<file path="config.mk">
export PLATFORM = sky130hd
export DESIGN_NAME = spi_slave_regs_flat
export DESIGN_NICKNAME = d
export VERILOG_FILES = /design/src/rtl/spi_slave_regs_if.sv /design/src/rtl/spi_slave_regs.sv /design/src/flat_wrapper.sv
export SDC_FILE = /design/constraint.sdc
export NUM_CORES = 1
export LEC_CHECK = 0
export CAP_MARGIN = 20
export CORE_AREA = 4 4 161 163
export DETAILED_ROUTE_END_ITERATION = 8
export DIE_AREA = 0 0 165 167
export GPL_ROUTABILITY_DRIVEN = 0
export GPL_TIMING_DRIVEN = 0
export PLACE_DENSITY_LB_ADDON = 0.12
export SYNTH_ARGS = -nofsm -noshare
export SYNTH_HDL_FRONTEND = slang
export SYNTH_SLANG_ARGS = --single-unit
</file>
<file path="constraint.sdc">
create_clock -name clk -period 5.2 [get_ports clk]
set_input_delay 0.52 -clock clk [delete_from_list [all_inputs] [get_ports clk]]
set_output_delay 0.52 -clock clk [all_outputs]
set_load 0.01 [all_outputs]
</file>
<file path="src/rtl/spi_slave_regs_if.sv">
// SPI pin bundle between a controller (master) and a register-file responder (slave).
interface spi_slave_regs_if;
  logic n_cs;
  logic sclk;
  logic mosi;
  logic miso;
  logic miso_oe;

  modport master (output n_cs, output sclk, output mosi, input miso, input miso_oe);
  modport slave  (input n_cs, input sclk, input mosi, output miso, output miso_oe);
endinterface

</file>
<file path="src/rtl/spi_slave_regs.sv">
// SPI responder with an N_REGS x 8-bit register file. Frame: {rw, addr[6:0]}, data byte.
// All pins are oversampled in clk; nothing is clocked by sclk.
//  state | meaning
//  IDLE  | waiting for an n_cs fall (armed only once n_cs has been seen high)
//  CMD   | shifting in the command byte
//  DATA  | data byte in on MOSI, read data out on MISO
//  DONE  | 16 bits taken, extra sclk edges ignored until n_cs rises
module spi_slave_regs #(
  parameter bit CPOL   = 1'b0,
  parameter int N_REGS = 16
) (
  input  logic                clk,
  input  logic                rst,
  spi_slave_regs_if.slave     spi,
  output logic [8*N_REGS-1:0] regs_q,
  output logic                wr_strobe,
  output logic [6:0]          wr_addr,
  output logic [7:0]          wr_data,
  output logic                rd_strobe,
  output logic                frame_err,
  output logic                addr_err
);

  typedef enum logic [1:0] {IDLE, CMD, DATA, DONE} state_e;

  state_e             state_q, state_d;
  logic               n_cs_s1_q, n_cs_s1_d, n_cs_s2_q, n_cs_s2_d;
  logic               sclk_s1_q, sclk_s1_d, sclk_s2_q, sclk_s2_d, sclk_s3_q, sclk_s3_d;
  logic               mosi_s1_q, mosi_s1_d, mosi_s2_q, mosi_s2_d;
  logic [1:0]         sync_cnt_q, sync_cnt_d;
  logic               armed_q, armed_d;
  logic [4:0]         bit_cnt_q, bit_cnt_d;
  logic [7:0]         rx_sr_q, rx_sr_d;
  logic [7:0]         tx_sr_q, tx_sr_d;
  logic               rw_q, rw_d;
  logic [6:0]         addr_q, addr_d;
  logic               loaded_q, loaded_d;
  logic               wr_strobe_q, wr_strobe_d;
  logic [6:0]         wr_addr_q, wr_addr_d;
  logic [7:0]         wr_data_q, wr_data_d;
  logic               rd_strobe_q, rd_strobe_d;
  logic               frame_err_q, frame_err_d;
  logic               addr_err_q, addr_err_d;
  logic [8*N_REGS-1:0] regs_d;

  logic               lead_edge, trail_edge;
  logic [7:0]         rx_next;
  logic [7:0]         rd_data;

  function automatic logic is_mapped(input logic [6:0] a);
    return ({25'd0, a} < 32'(N_REGS));
  endfunction

  // Normalise polarity so the leading edge is always a 0->1 transition.
  assign lead_edge  = (sclk_s2_q ^ CPOL) & ~(sclk_s3_q ^ CPOL);
  assign trail_edge = ~(sclk_s2_q ^ CPOL) & (sclk_s3_q ^ CPOL);
  assign rx_next    = {rx_sr_q[6:0], mosi_s2_q};

  assign spi.miso_oe = ~n_cs_s2_q;
  assign spi.miso    = tx_sr_q[7] & ~n_cs_s2_q;

  assign wr_strobe = wr_strobe_q;
  assign wr_addr   = wr_addr_q;
  assign wr_data   = wr_data_q;
  assign rd_strobe = rd_strobe_q;
  assign frame_err = frame_err_q;
  assign addr_err  = addr_err_q;

  always_comb begin
    rd_data = 8'h00;
    for (int i = 0; i < N_REGS; i++) begin
      if (addr_q == 7'(i)) rd_data = regs_q[8*i +: 8];
    end
  end

  always_comb begin
    n_cs_s1_d   = spi.n_cs;
    n_cs_s2_d   = n_cs_s1_q;
    sclk_s1_d   = spi.sclk;
    sclk_s2_d   = sclk_s1_q;
    sclk_s3_d   = sclk_s2_q;
    mosi_s1_d   = spi.mosi;
    mosi_s2_d   = mosi_s1_q;
    sync_cnt_d  = (sync_cnt_q == 2'd2) ? sync_cnt_q : sync_cnt_q + 2'd1;
    armed_d     = armed_q;
    state_d     = state_q;
    bit_cnt_d   = bit_cnt_q;
    rx_sr_d     = rx_sr_q;
    tx_sr_d     = tx_sr_q;
    rw_d        = rw_q;
    addr_d      = addr_q;
    loaded_d    = loaded_q;
    wr_strobe_d = 1'b0;
    wr_addr_d   = wr_addr_q;
    wr_data_d   = wr_data_q;
    rd_strobe_d = 1'b0;
    frame_err_d = 1'b0;
    addr_err_d  = 1'b0;
    regs_d      = regs_q;

    // Commit one clk after the strobe so regs_q lags wr_strobe by a cycle.
    for (int i = 0; i < N_REGS; i++) begin
      if (wr_strobe_q && wr_addr_q == 7'(i)) regs_d[8*i +: 8] = wr_data_q;
    end

    unique case (state_q)
      IDLE: begin
        if (!armed_q) begin
          // Synchronizer contents are only trustworthy two clk after reset.
          if (sync_cnt_q == 2'd2 && n_cs_s2_q) armed_d = 1'b1;
        end else if (!n_cs_s2_q) begin
          state_d   = CMD;
          bit_cnt_d = 5'd0;
          tx_sr_d   = 8'h00;
          loaded_d  = 1'b0;
        end
      end
      CMD: begin
        if (n_cs_s2_q) begin
          state_d     = IDLE;
          frame_err_d = 1'b1;
        end else if (lead_edge) begin
          rx_sr_d   = rx_next;
          bit_cnt_d = bit_cnt_q + 5'd1;
          if (bit_cnt_q == 5'd7) begin
            rw_d       = rx_next[7];
            addr_d     = rx_next[6:0];
            addr_err_d = ~is_mapped(rx_next[6:0]);
            state_d    = DATA;
          end
        end
      end
      DATA: begin
        if (n_cs_s2_q) begin
          state_d     = IDLE;
          frame_err_d = 1'b1;
        end else begin
          if (trail_edge) begin
            if (!loaded_q) begin
              loaded_d    = 1'b1;
              tx_sr_d     = (rw_q && is_mapped(addr_q)) ? rd_data : 8'h00;
              rd_strobe_d = rw_q;
            end else begin
              tx_sr_d = {tx_sr_q[6:0], 1'b0};
            end
          end
          if (lead_edge) begin
            rx_sr_d   = rx_next;
            bit_cnt_d = bit_cnt_q + 5'd1;
            if (bit_cnt_q == 5'd15) begin
              state_d = DONE;
              tx_sr_d = 8'h00;
              if (!rw_q && is_mapped(addr_q)) begin
                wr_strobe_d = 1'b1;
                wr_addr_d   = addr_q;
                wr_data_d   = rx_next;
              end
            end
          end
        end
      end
      DONE: begin
        if (n_cs_s2_q) state_d = IDLE;
      end
      default: state_d = IDLE;
    endcase
  end

  always_ff @(posedge clk) begin
    if (rst) begin
      n_cs_s1_q   <= 1'b1;
      n_cs_s2_q   <= 1'b1;
      sclk_s1_q   <= CPOL;
      sclk_s2_q   <= CPOL;
      sclk_s3_q   <= CPOL;
      mosi_s1_q   <= 1'b0;
      mosi_s2_q   <= 1'b0;
      sync_cnt_q  <= 2'd0;
      armed_q     <= 1'b0;
      state_q     <= IDLE;
      bit_cnt_q   <= 5'd0;
      rx_sr_q     <= 8'h00;
      tx_sr_q     <= 8'h00;
      rw_q        <= 1'b0;
      addr_q      <= 7'd0;
      loaded_q    <= 1'b0;
      wr_strobe_q <= 1'b0;
      wr_addr_q   <= 7'd0;
      wr_data_q   <= 8'h00;
      rd_strobe_q <= 1'b0;
      frame_err_q <= 1'b0;
      addr_err_q  <= 1'b0;
      regs_q      <= '0;
    end else begin
      n_cs_s1_q   <= n_cs_s1_d;
      n_cs_s2_q   <= n_cs_s2_d;
      sclk_s1_q   <= sclk_s1_d;
      sclk_s2_q   <= sclk_s2_d;
      sclk_s3_q   <= sclk_s3_d;
      mosi_s1_q   <= mosi_s1_d;
      mosi_s2_q   <= mosi_s2_d;
      sync_cnt_q  <= sync_cnt_d;
      armed_q     <= armed_d;
      state_q     <= state_d;
      bit_cnt_q   <= bit_cnt_d;
      rx_sr_q     <= rx_sr_d;
      tx_sr_q     <= tx_sr_d;
      rw_q        <= rw_d;
      addr_q      <= addr_d;
      loaded_q    <= loaded_d;
      wr_strobe_q <= wr_strobe_d;
      wr_addr_q   <= wr_addr_d;
      wr_data_q   <= wr_data_d;
      rd_strobe_q <= rd_strobe_d;
      frame_err_q <= frame_err_d;
      addr_err_q  <= addr_err_d;
      regs_q      <= regs_d;
    end
  end

endmodule

</file>
<file path="src/flat_wrapper.sv">
// flat-port wrapper written by rule: the top's interface ports become plain ports
module spi_slave_regs_flat 
#(
  parameter bit CPOL   = 1'b0,
  parameter int N_REGS = 16
)
  (clk, rst, regs_q, wr_strobe, wr_addr, wr_data, rd_strobe, frame_err, addr_err, spi_n_cs, spi_sclk, spi_mosi, spi_miso, spi_miso_oe);
  spi_slave_regs_if spi_i ();
  input  logic clk;
  input  logic rst;
  output logic [8*N_REGS-1:0] regs_q;
  output logic wr_strobe;
  output logic [6:0] wr_addr;
  output logic [7:0] wr_data;
  output logic rd_strobe;
  output logic frame_err;
  output logic addr_err;
  input wire logic [$bits(spi_i.n_cs)-1:0] spi_n_cs;
  input wire logic [$bits(spi_i.sclk)-1:0] spi_sclk;
  input wire logic [$bits(spi_i.mosi)-1:0] spi_mosi;
  output wire logic [$bits(spi_i.miso)-1:0] spi_miso;
  output wire logic [$bits(spi_i.miso_oe)-1:0] spi_miso_oe;
  assign spi_i.n_cs = spi_n_cs;
  assign spi_i.sclk = spi_sclk;
  assign spi_i.mosi = spi_mosi;
  assign spi_miso = spi_i.miso;
  assign spi_miso_oe = spi_i.miso_oe;
  spi_slave_regs #(.CPOL(CPOL), .N_REGS(N_REGS)) u_core (.clk(clk), .rst(rst), .spi(spi_i), .regs_q(regs_q), .wr_strobe(wr_strobe), .wr_addr(wr_addr), .wr_data(wr_data), .rd_strobe(rd_strobe), .frame_err(frame_err), .addr_err(addr_err));
endmodule
</file>
# After elaboration in Yosys (flattened, before gate mapping)
# Index checks and enable logic that the tools add are counted.
# word_totals
inputBits	5
ff_bits	188
out_inout_bits	149
wordCells	189
# classes
n_reduce_logical	37
add_sub_neg	2
n_mux	49
magnitude_cmp	2
bitwise_logic	14
eq_ne	47
# ops
op	n
two-way mux 8 bit	24
equality test 7 x 4 -> 1 bit, second input constant	16
equality test 7 x 3 -> 1 bit, second input constant	8
equality test 7 x 2 -> 1 bit, second input constant	4
two-way mux 5 bit	4
logical AND 1 bit	19
two-way mux 2 bit	9
case mux 8 bit (2 select lines)	1
AND reduction 5 bit	3
OR reduction 5 bit	3
equality test 7 x 1 -> 1 bit, second input constant	2
logical NOT 7 bit	2
less-than comparator 7 x 5 -> 1 bit, second input constant	2
inequality test 3 x 1 -> 1 bit, second input constant	4
NOT 1 bit	11
case mux 5 bit (2 select lines)	1
two-way mux 1 bit	8
inequality test 2 x 1 -> 1 bit, second input constant	4
case mux 2 bit (4 select lines)	1
AND reduction 4 bit	2
AND reduction 7 bit	1
equality test 2 bit, second input constant	3
inequality test 2 bit, second input constant	3
adder 5 x 1 -> 5 bit, second input constant	1
other kinds (11)	15

# Depth between registers and ports, before layout
# Gate-level depths: netlist of run 1.
# depth
ltp_word	24
ltp_mapped	10
depth_no_buf	9

# Least setup slack after synthesis of run 1
# OpenSTA, ideal clock, no wires.
# synth_path
path_type	flip-flop to flip-flop
start	register u_core.state_q[0]
end	register u_core.bit_cnt_q[3]
t_arrival_ns	2.075
n_path_buf	0
path_stages_with_launch	9
setup_ns	0.070
slack_ns	3.055
cell_sequence	dfxtp_1 -> inv_1 -> ha_1 -> inv_1 -> nor3_4 -> o21a_1 -> nand2_1 -> or3_1 -> a21oi_1
# synth_between
elab_chain_len	4
elab_cells_between_ends	11
# synth_rtl
item	line	source
start, declared	spi_slave_regs.sv:26	state_e state_q, state_d;
start signal, assigned	spi_slave_regs.sv:204	state_q <= state_d;
equality test 2 x 1 -> 1 bit / equality test 2 bit (equally long branches)	spi_slave_regs.sv:106	unique case (state_q)
OR reduction 2 bit (no source line)	-	
inequality test 2 bit (no source line) (tied with other cells)	-	
AND reduction 5 bit (no source line)	-	
end signal, assigned	spi_slave_regs.sv:205	bit_cnt_q <= bit_cnt_d;
end, declared	spi_slave_regs.sv:32	logic [4:0] bit_cnt_q, bit_cnt_d;
# Parallel ways exist; a longest one is shown, timed or not.
# A chain may end at the register's enable or synchronous reset.

# Final worst setup path of run 1
# layout_path
start	register u_core.addr_q[0]
end	register u_core.tx_sr_q[5]
# layout_between
elab_chain_len	24
elab_cells_between_ends	41
# layout_rtl
item	line	source
start, declared	spi_slave_regs.sv:36	logic [6:0] addr_q, addr_d;
start signal, assigned	spi_slave_regs.sv:209	addr_q <= addr_d;
logical NOT 7 bit	spi_slave_regs.sv:72	if (addr_q == 7'(i)) rd_data = regs_q[8*i +: 8];
two-way mux 8 bit (16 in a row)	spi_slave_regs.sv:72	
two-way mux 8 bit *	spi_slave_regs.sv:141	tx_sr_d = (rw_q && is_mapped(addr_q)) ? rd_data : 8'h00;
two-way mux 8 bit *	spi_slave_regs.sv:139	if (!loaded_q) begin
two-way mux 8 bit *	spi_slave_regs.sv:138	if (trail_edge) begin
two-way mux 8 bit	spi_slave_regs.sv:150	if (bit_cnt_q == 5'd15) begin
two-way mux 8 bit *	spi_slave_regs.sv:147	if (lead_edge) begin
two-way mux 8 bit *	spi_slave_regs.sv:134	if (n_cs_s2_q) begin
case mux 8 bit (2 select lines) *	spi_slave_regs.sv:106	
end signal, assigned	spi_slave_regs.sv:207	tx_sr_q <= tx_sr_d;
end, declared	spi_slave_regs.sv:34	logic [7:0] tx_sr_q, tx_sr_d;
# Every way passes the cells marked *; elsewhere a longest branch is shown, timed or not. The select of a mux whose other input is x is not followed.

==> results of run 1 <==
==> final cells by class <==
type	count	area [µm²]
fillers	2416	13300
well taps	324	405
clock buffers	19	453
multi-input cells	710	4380
plain buffers	76	309
clock inverters	13	149
inverters	12	45.0
repair buffers	152	1520
flip-flops and latches	188	3760
==> stage by stage <==
step                      instances  cell area, µm²
after CTS                      1494           11000
final                          1494           11000
after global routing           1494           11000
after global placement         1462           10400
after floorplan                 986            8500
after detailed placement       1462           10400
==> cell usage after synthesis, types with 9 or more instances <==
library cell	count
nand2_1	110
nor3_1	16
clkbuf_1	58
nor2_1	134
buf_2	13
a21oi_1	86
dfxtp_1	188
nor2b_1	17
o21ai_0	29
mux2i_1	106
nand2b_1	9
nand3_1	65
inv_1	11
==> cells by family (layout without fill, tap and decap cells) <==
kind of cell	Yosys count	after routing	share of synthesized area
AO/OA/AOI/OAI	179	179	0.129
XOR/XNOR	1	1	0.00103
adder cells (fa/ha/maj)	8	8	0.0118
buffers and inverters	88	272	0.0417
flip-flops	188	188	0.443
multiplexers	118	118	0.149
AND/OR/NAND/NOR	404	404	0.224
==> worst max-delay path, stage by stage (launching register included) <==
cell and delay, ns:
dfxtp_1 0.31, buf_2 0.28, buf_2 0.35, buf_2 0.32, buf_2 0.36, nand2_1 0.15
nand2_1 0.09, o21ai_0 0.08, a21boi_0 0.32, o31ai_1 0.20, a21oi_1 0.15
==> state kept, by name, indices dropped and copies added, names as in the netlist, 2 cells and up <==
| register | count |
|---|---|
| u_core.addr_q | 7 |
| u_core.bit_cnt_q | 5 |
| u_core.regs_q | 128 |
| u_core.rx_sr_q | 7 |
| u_core.state_q | 2 |
| u_core.sync_cnt_q | 2 |
| u_core.tx_sr_q | 8 |
| u_core.wr_addr | 7 |
| u_core.wr_data | 8 |
==> layer usage <==
layer	share of wire	up-vias	GRT usage
met2	0.45	371	0.372
met1	0.45	3941	0.354
met3	0.082	59	0.0514
met4	0.023	0	0.0745
li1	-	3818	-
met5	0	-	0
==> power by group through the flow <==
stage,sequential [µW],combinational [µW],clock (µW)
after floorplan,1500,95.7,0
after global placement,1500,132,0
after detailed placement,1500,131,0
after CTS,1460,132,1380
after global routing,1470,150,1440
final,1460,133,1370
==> path summary, 6_finish.rpt <==
path | from | slack (ns) | to
max | u_core.addr_q[0] | 2.49 | u_core.tx_sr_q[5]
min | u_core.n_cs_s1_q | 0.42 | u_core.n_cs_s2_q
max reg2reg | u_core.addr_q[0] | 2.49 | u_core.tx_sr_q[5]
min reg2reg | u_core.n_cs_s1_q | 0.42 | u_core.n_cs_s2_q
==> results by group, run 1 <==
Final layout
  • Fin util: 0.453
  • Most frequent cells in the layout: dfxtp_1 (188), clkdlybuf4s50_1 (152), nor2_1 (134)
  • Share of cells above drive strength 1: 0.0650
  • Area Growth Syn to Fin: 29.8%
  • Antenna Cells: 0
  • Final Net Count: 1170
  • Commonest non-fill, non-tap cell in the layout: dfxtp_1

CTS
  • Num CTS Buffers: 17
  • Clock Path Buffers: 2
  • Post-CTS Repair Setup Buffers: 0
  • Cts hold-fix bufs: 0
  • Post-cts sizing count: 0
  • Clk slew on worst S/H paths: 0.07 ns
  • Worst-skew pair later-pin latency: 0.45 ns
  • H-tree depth: 4
  • TritonCTS clock tree: yes
  • Clock Sinks: 188
  • Clock root buffer: clkbuf_16

STA
  • Hold WS: 0.416 ns
  • Slew at the pin with the worst max-slew slack: 0.963 ns
  • Slew Viols, Final: 0
  • Final WS setup: 2.49 ns
  • Final critical-path share of the clock period: 0.521
  • Clk_skew: 0.00928 ns
  • RSZ-0062 raised after global routing: false
  • Headroom to the max-slew limit: 0.354
  • Fin Setup TNS: 0 ns
  • Final Critical Period: 2.71 ns
  • Final Hold Fails: 0
  • Max frequency: 369 MHz
  • # setup viols final: 0

Power and ir drop
  • Flop pwr share: 0.494
  • Leakage: 0.00399 µW
  • Psw: 755 µW
  • Pwr/cell area: 269 nW/µm²
  • Pwr Total: 2970 µW
  • Cell-internal power: 2210 µW
  • Worst ir drop on vdd: 0.000202 V
  • Gate power share: 0.045
  • Clk network pwr share: 0.462
  • Sw frac: 0.255

Setup path
  • CP arrival: 3.09 ns
  • Worst setup EP type: flop
  • Class of the most critical setup path: reg2reg
  • Crit path max fanout: 10
  • R2R depth: 10
  • Req. time, crit path: 5.58 ns
  • Critical Path Source Type: flop

Yosys
  • Ranking of synthesized cells by area: dfxtp_1 (44%), mux2i_1 (12%), nor2_1 (5.9%), a21oi_1 (5.1%), nand2_1 (4.9%)
  • Yosys reg bits: 188
  • Syn Area/Cell: 8.62 µm²
  • Yosys top cell by area: dfxtp_1
  • Syn Inst Count: 986
  • Post-synthesis sequential area ratio: 0.443
  • Post-Syn Area: 8500 µm²
  • Top-area cell type share of the netlist area: 0.443
  • Post-synth cell types: 67
  • Post-synthesis async set-or-reset flop share: 0
  • Syn_nets: 999
  • Ys flop type: dfxtp_1
  • Syn. warnings: 0
  • EDFF count, synth: 0

GRT
  • Overall Global Routing Usage: 0.247
  • Vias in the first global route: 7865
  • Initial antenna violation count: 0
  • Pin count of the biggest net entering global routing: 19
  • Remaining global-route overflow: 0
  • First-pass GRT wire length: 50.8 mm

Floorplan
  • Site Rows: 57
  • CORE AREA: 24300 µm²
  • I/O pins: 154
  • Starting Density: 0.349
  • Die ar.: 27600 µm²
  • Vert. Die Dim: 167 µm
  • Die W: 165 µm

Drt
  • Via/cell ratio: 5.48
  • Final ANT Viol Nets: 0
  • Vias: 8189
  • Routed wire length: 34.2 mm
  • Avg WL per Cell: 22.9 µm
  • Drc violations: 0
  • First DRT Iteration DRCs: 639
  • Detailed Routing Iterations Pass 1: 5

Place
  • Port Buffer Count: 152
  • Placed wire-length estimate: 25.4 mm
  • Worst slack at placement: 2.61 ns

Job
  • Max-cap violations: 0

Worst hold path
  • HP Class: reg2reg
  • Hold Path Cell Cnt: 1

Outcome
  • Outcome: finished, final reports clean
No activity file was read; power rests on OpenSTA's default activity.
==> inputs of run 2 (changes only) <==
==> constraint.sdc (replaced) <==
create_clock -name clk -period 2.3 [get_ports clk]
set_input_delay 0.23 -clock clk [delete_from_list [all_inputs] [get_ports clk]]
set_output_delay 0.23 -clock clk [all_outputs]
set_load 0.01 [all_outputs]
==> run 2 against run 1 <==
Net effect:
- clock power is 130% higher
- maximum frequency is 20% higher
- via count is 0.44% higher
- setup slack worse by 2.4 ns
- design area is 2.3% higher
- global-route usage is 0.098 points higher
- hold slack worse by 0.063 ns
- first-iteration DRC count is 1.9% higher
- sequential power is 130% higher
- critical path depth is 2 lower
- critical path type unchanged
- largest cell class unchanged
- largest power group unchanged
==> results by group, run 2 (synthesis gave the netlist of run 1 again) <==
Outcome
  • Outcome: finished, final reports clean

Drt
  • Avg WL per Cell: 22.9 µm
  • Detailed Routing Iterations Pass 1: 5
  • Via/cell ratio: 5.48
  • Vias: 8225
  • Final ANT Viol Nets: 0
  • First DRT Iteration DRCs: 651
  • Routed wire length: 34.3 mm
  • Drc violations: 0

Setup path
  • Req. time, crit path: 2.61 ns
  • Crit path max fanout: 10
  • WP buf/inv: 4
  • Class of the most critical setup path: reg2reg
  • Slowest cell on crit path: o31ai_1
  • Worst setup EP type: flop
  • Critical Path Source Type: flop
  • CP cell instances: buf_4 > buf_4 > buf_4 > buf_4 > a32oi_1 > o21ai_0 > o31ai_1 > a21oi_1
  • Most used cell, CP: buf_4
  • CP arrival: 2.57 ns
  • Crit path max-delay family: compound AO/OA/AOI/OAI gates
  • CP max stage delay: 0.45 ns

Final layout
  • Share of cells above drive strength 1: 0.109
  • Final Net Count: 1177
  • Antenna Cells: 0
  • Area Growth Syn to Fin: 32.8%
  • Most flops, register: u_core.regs_q
  • Commonest non-fill, non-tap cell in the layout: dfxtp_1
  • Most frequent cells in the layout: dfxtp_1 (185), clkdlybuf4s50_1 (152), nor2_1 (132)
  • Max FFs per register: 128

GRT
  • Pin count of the biggest net entering global routing: 19
  • First-pass GRT wire length: 51.0 mm
  • Initial antenna violation count: 0
  • Overall Global Routing Usage: 0.248
  • Vias in the first global route: 7893
  • Remaining global-route overflow: 0

Power and ir drop
  • Pwr/cell area: 595 nW/µm²
  • Flop pwr share: 0.493
  • Cell-internal power: 5000 µW
  • Sw frac: 0.255
  • Leakage: 0.00410 µW
  • Worst ir drop on vdd: 0.000465 V
  • Pwr Total: 6710 µW
  • Clk network pwr share: 0.461
  • Psw: 1710 µW
  • Gate power share: 0.045

Floorplan
  • Die ar.: 27600 µm²
  • CORE AREA: 24300 µm²
  • Site Rows: 57
  • Vert. Die Dim: 167 µm
  • Die W: 165 µm
  • I/O pins: 154
  • Starting Density: 0.349

STA
  • Clk_skew: 0.00996 ns
  • Final Hold Fails: 0
  • Headroom to the max-slew limit: 0.375
  • Max frequency: 443 MHz
  • RSZ-0062 raised after global routing: false
  • # setup viols final: 0
  • Slew Viols, Final: 0
  • Final Critical Period: 2.26 ns
  • Slew at the pin with the worst max-slew slack: 0.937 ns
  • Hold WS: 0.353 ns
  • Final critical-path share of the clock period: 0.983

Worst hold path
  • HP Class: in2reg

CTS
  • Clock Sinks: 188
  • Num CTS Buffers: 17
  • H-tree depth: 4
  • Clock Path Buffers: 2
  • TritonCTS clock tree: yes
  • Worst-skew pair later-pin latency: 0.45 ns
  • Cts hold-fix bufs: 0
  • Clock root buffer: clkbuf_16
  • Clk slew on worst S/H paths: 0.07 ns

Place
  • Port Buffer Count: 152
  • Placed wire-length estimate: 25.4 mm

Job
  • Max-cap violations: 0
run 2: power groups by stage:
stage	combinational [µW]	sequential (µW)	clock (µW)
6_report	304	3310	3090
3_3_place_gp	298	3390	0
5_1_grt	342	3310	3250
3_5_place_dp	297	3390	0
4_1_cts	299	3310	3110
2_1_floorplan	216	3380	0
run 2: what timing repair did:
action,4_1_cts,5_1_grt
resized for setup,27,47
endpoints found under the setup margin,105,61
pin swaps,2,4
setup buffers,5,5
run 2: metal layers:
layer,up-vias,GRT usage,wire (µm)
met5,-,0,0
met4,0,0.0763,807
met3,64,0.0514,2530
met2,352,0.374,15300
met1,3983,0.354,15700
li1,3826,-,-
run 2: path summary, 6_finish.rpt:
kind                         start                 to  slack (ns)  depth (start not counted)
hold reg to reg   u_core.n_cs_s1_q   u_core.n_cs_s2_q        0.42                          1
setup / recovery  u_core.addr_q[0]  u_core.tx_sr_q[5]        0.04                          8
setup reg to reg  u_core.addr_q[0]  u_core.tx_sr_q[5]        0.04                          8
hold / removal            spi_sclk   u_core.sclk_s1_q        0.35                          2
run 2: metrics by stage:
step                      setup slack (ns)  setup TNS, ns  cell area (µm²)  std cells   util
final                               0.0401              0            11300       1501  0.464
after global routing               0.00265              0            11300       1501  0.464
after CTS                           0.0156              0            11100       1497  0.458
after detailed placement            -0.293          -9.89            10400       1462  0.429
after global placement              -0.319          -9.16            10400       1462  0.429
after floorplan                      0.155              0             8500        986      -
run 2: cell type report:
cell class | instances | area (µm²)
timing repair buffer | 162 | 1610
multi-input combinational | 710 | 4510
fill | 2409 | 13000
clock buffer | 19 | 453
clock inverter | 13 | 149
inverter | 12 | 45.0
tap | 324 | 405
sequential | 188 | 3770
buffer | 73 | 342
==> inputs of run 3 (changes only) <==
--- a/config.mk
+++ b/config.mk
@@ -11,6 +11,7 @@
 export DIE_AREA = 0 0 165 167
 export GPL_ROUTABILITY_DRIVEN = 0
 export GPL_TIMING_DRIVEN = 0
+export MAX_ROUTING_LAYER = met4
 export PLACE_DENSITY_LB_ADDON = 0.12
 export SYNTH_ARGS = -nofsm -noshare
 export SYNTH_HDL_FRONTEND = slang
==> run 3 against run 2 <==
Net effect:
- combinational power about the same
- first-iteration DRC count increased by 4.8%
- clock-buffer cell count unchanged
- setup slack got worse by 0.013 ns
- global-route usage increased by 0.66 points
- non-clock buffer count unchanged
- hold slack got worse by 0.0042 ns
- utilization about the same
- maximum frequency decreased by 0.55%
- sequential power about the same
==> results by group, run 3 (synthesis gave the netlist of run 1 again) <==
Outcome
  • Outcome: finished, final reports clean

Place
  • Placed insts: 1462
  • Worst slack at placement: -0.293 ns
  • Placed wire-length estimate: 25.4 mm
  • Port Buffer Count: 152

Floorplan
  • Site Rows: 57
  • Vert. Die Dim: 167 µm
  • CORE AREA: 24300 µm²
  • Starting Density: 0.349
  • I/O pins: 154
  • Die ar.: 27600 µm²
  • Die W: 165 µm

STA
  • Final Hold Fails: 0
  • RSZ-0062 raised after global routing: false
  • Final WS setup: 0.0276 ns
  • Hold WS: 0.349 ns
  • Clk_skew: 0.00924 ns
  • Slew Viols, Final: 0
  • Final Critical Period: 2.27 ns
  • Headroom to the max-slew limit: 0.379
  • # setup viols final: 0
  • Fin Setup TNS: 0 ns
  • Max frequency: 440 MHz
  • Final critical-path share of the clock period: 0.988
  • Slew at the pin with the worst max-slew slack: 0.932 ns

Setup path
  • CP cell instances: or4b_4 > nor3_4 > buf_4 > a21oi_1 > a21oi_1 > o31a_1 > o221a_2
  • Class of the most critical setup path: reg2reg
  • CP max stage delay: 0.60 ns
  • Critical Path Source Type: flop
  • Worst setup EP type: flop
  • CP arrival: 2.67 ns
  • Crit path max fanout: 7
  • Most used cell, CP: a21oi_1
  • Req. time, crit path: 2.69 ns
  • Slowest cell on crit path: or4b_4

Final layout
  • Most flops, register: u_core.regs_q
  • Antenna Cells: 0
  • Most frequent cells in the layout: dfxtp_1 (185), clkdlybuf4s50_1 (152), nor2_1 (132)
  • Commonest non-fill, non-tap cell in the layout: dfxtp_1
  • Fin util: 0.464
  • Max FFs per register: 128
  • Final Net Count: 1177
  • Area Growth Syn to Fin: 32.8%
  • Fill cells: 2407
  • Post-route insts no fill: 1501
  • Share of cells above drive strength 1: 0.109

GRT
  • Vias in the first global route: 7911
  • Initial antenna violation count: 0
  • Pin count of the biggest net entering global routing: 19
  • Remaining global-route overflow: 0
  • Overall Global Routing Usage: 0.254
  • First-pass GRT wire length: 51.0 mm

Drt
  • Routed wire length: 34.4 mm
  • First DRT Iteration DRCs: 682
  • Drc violations: 0
  • Via/cell ratio: 5.46
  • Avg WL per Cell: 22.9 µm
  • Final ANT Viol Nets: 0
  • Detailed Routing Iterations Pass 1: 7
  • Vias: 8193

CTS
  • H-tree depth: 4
  • TritonCTS clock tree: yes
  • Clock Path Buffers: 2
  • Worst-skew pair later-pin latency: 0.45 ns
  • Cts hold-fix bufs: 0
  • Clock root buffer: clkbuf_16
  • Num CTS Buffers: 17
  • Clk slew on worst S/H paths: 0.07 ns
  • Clock Sinks: 188

Power and ir drop
  • Leakage: 0.00410 µW
  • Worst ir drop on vdd: 0.000456 V
  • Pwr/cell area: 594 nW/µm²

Worst hold path
  • HP Class: in2reg

Job
  • Max-cap violations: 0
## run 3: cell counts in the layout (fill, tap and decap cells not counted)
No cell type changed its count.
## run 3: through the flow
| step | total power [µW] | cell area, µm² |
|---|---|---|
| 3_5_place_dp | 3680 | 10400 |
| 4_1_cts | 6720 | 11100 |
| 6_report | 6700 | 11300 |
| 2_1_floorplan | 3600 | 8500 |
| 3_3_place_gp | 3680 | 10400 |
| 5_1_grt | 6900 | 11300 |
## run 3: critical path: cells and delay by family (launching register included)
family	cells	cell delay, ns
buf+inv	1	0.20
flops	1	0.37
simple gates	2	0.87
compound gates	4	0.78
## run 3: worst paths after layout
path / end / slack [ns] / cells after the start / start
worst max register to register: u_core.tx_sr_q[1] / 0.03 / 7 / u_core.addr_q[5]
worst min-delay path: u_core.sclk_s1_q / 0.35 / 2 / spi_sclk
worst min register to register: u_core.n_cs_s2_q / 0.42 / 1 / u_core.n_cs_s1_q
worst max-delay path: u_core.tx_sr_q[1] / 0.03 / 7 / u_core.addr_q[5]
## run 3: report_power, final
group | leakage [µW] | switching, µW | internal, µW
clock | 0.000289 | 1480 | 1610
sequential | 0.00152 | 22.2 | 3290
combinational | 0.00230 | 202 | 103
## run 3: what timing repair did
| item | CTS | global route |
|---|---|---|
| setup endpoints to repair | 105 | 62 |
| hold endpoints to repair | 0 | 0 |
| resized for setup | 27 | 48 |
| pin swaps | 2 | 4 |
| setup buffers | 5 | 5 |
## run 3: area by class of cell
class | count | area [µm²] | area share
flip-flops and latches | 188 | 3770 | 0.334
multi-input cells | 710 | 4510 | 0.400
inverters | 12 | 45.0 | 0.00399
clock inverters | 13 | 149 | 0.0132
plain buffers | 73 | 342 | 0.0303
repair buffers | 162 | 1610 | 0.143
well taps | 324 | 405 | 0.0359
clock buffers | 19 | 453 | 0.0401
## run 3: metal layers
metal | up-vias | GRT usage | part of all wire
met5 | - | - | 0
met4 | 0 | 0.0774 | 0.021
met3 | 55 | 0.0423 | 0.077
met2 | 359 | 0.375 | 0.45
met1 | 3958 | 0.358 | 0.45
li1 | 3821 | - | -
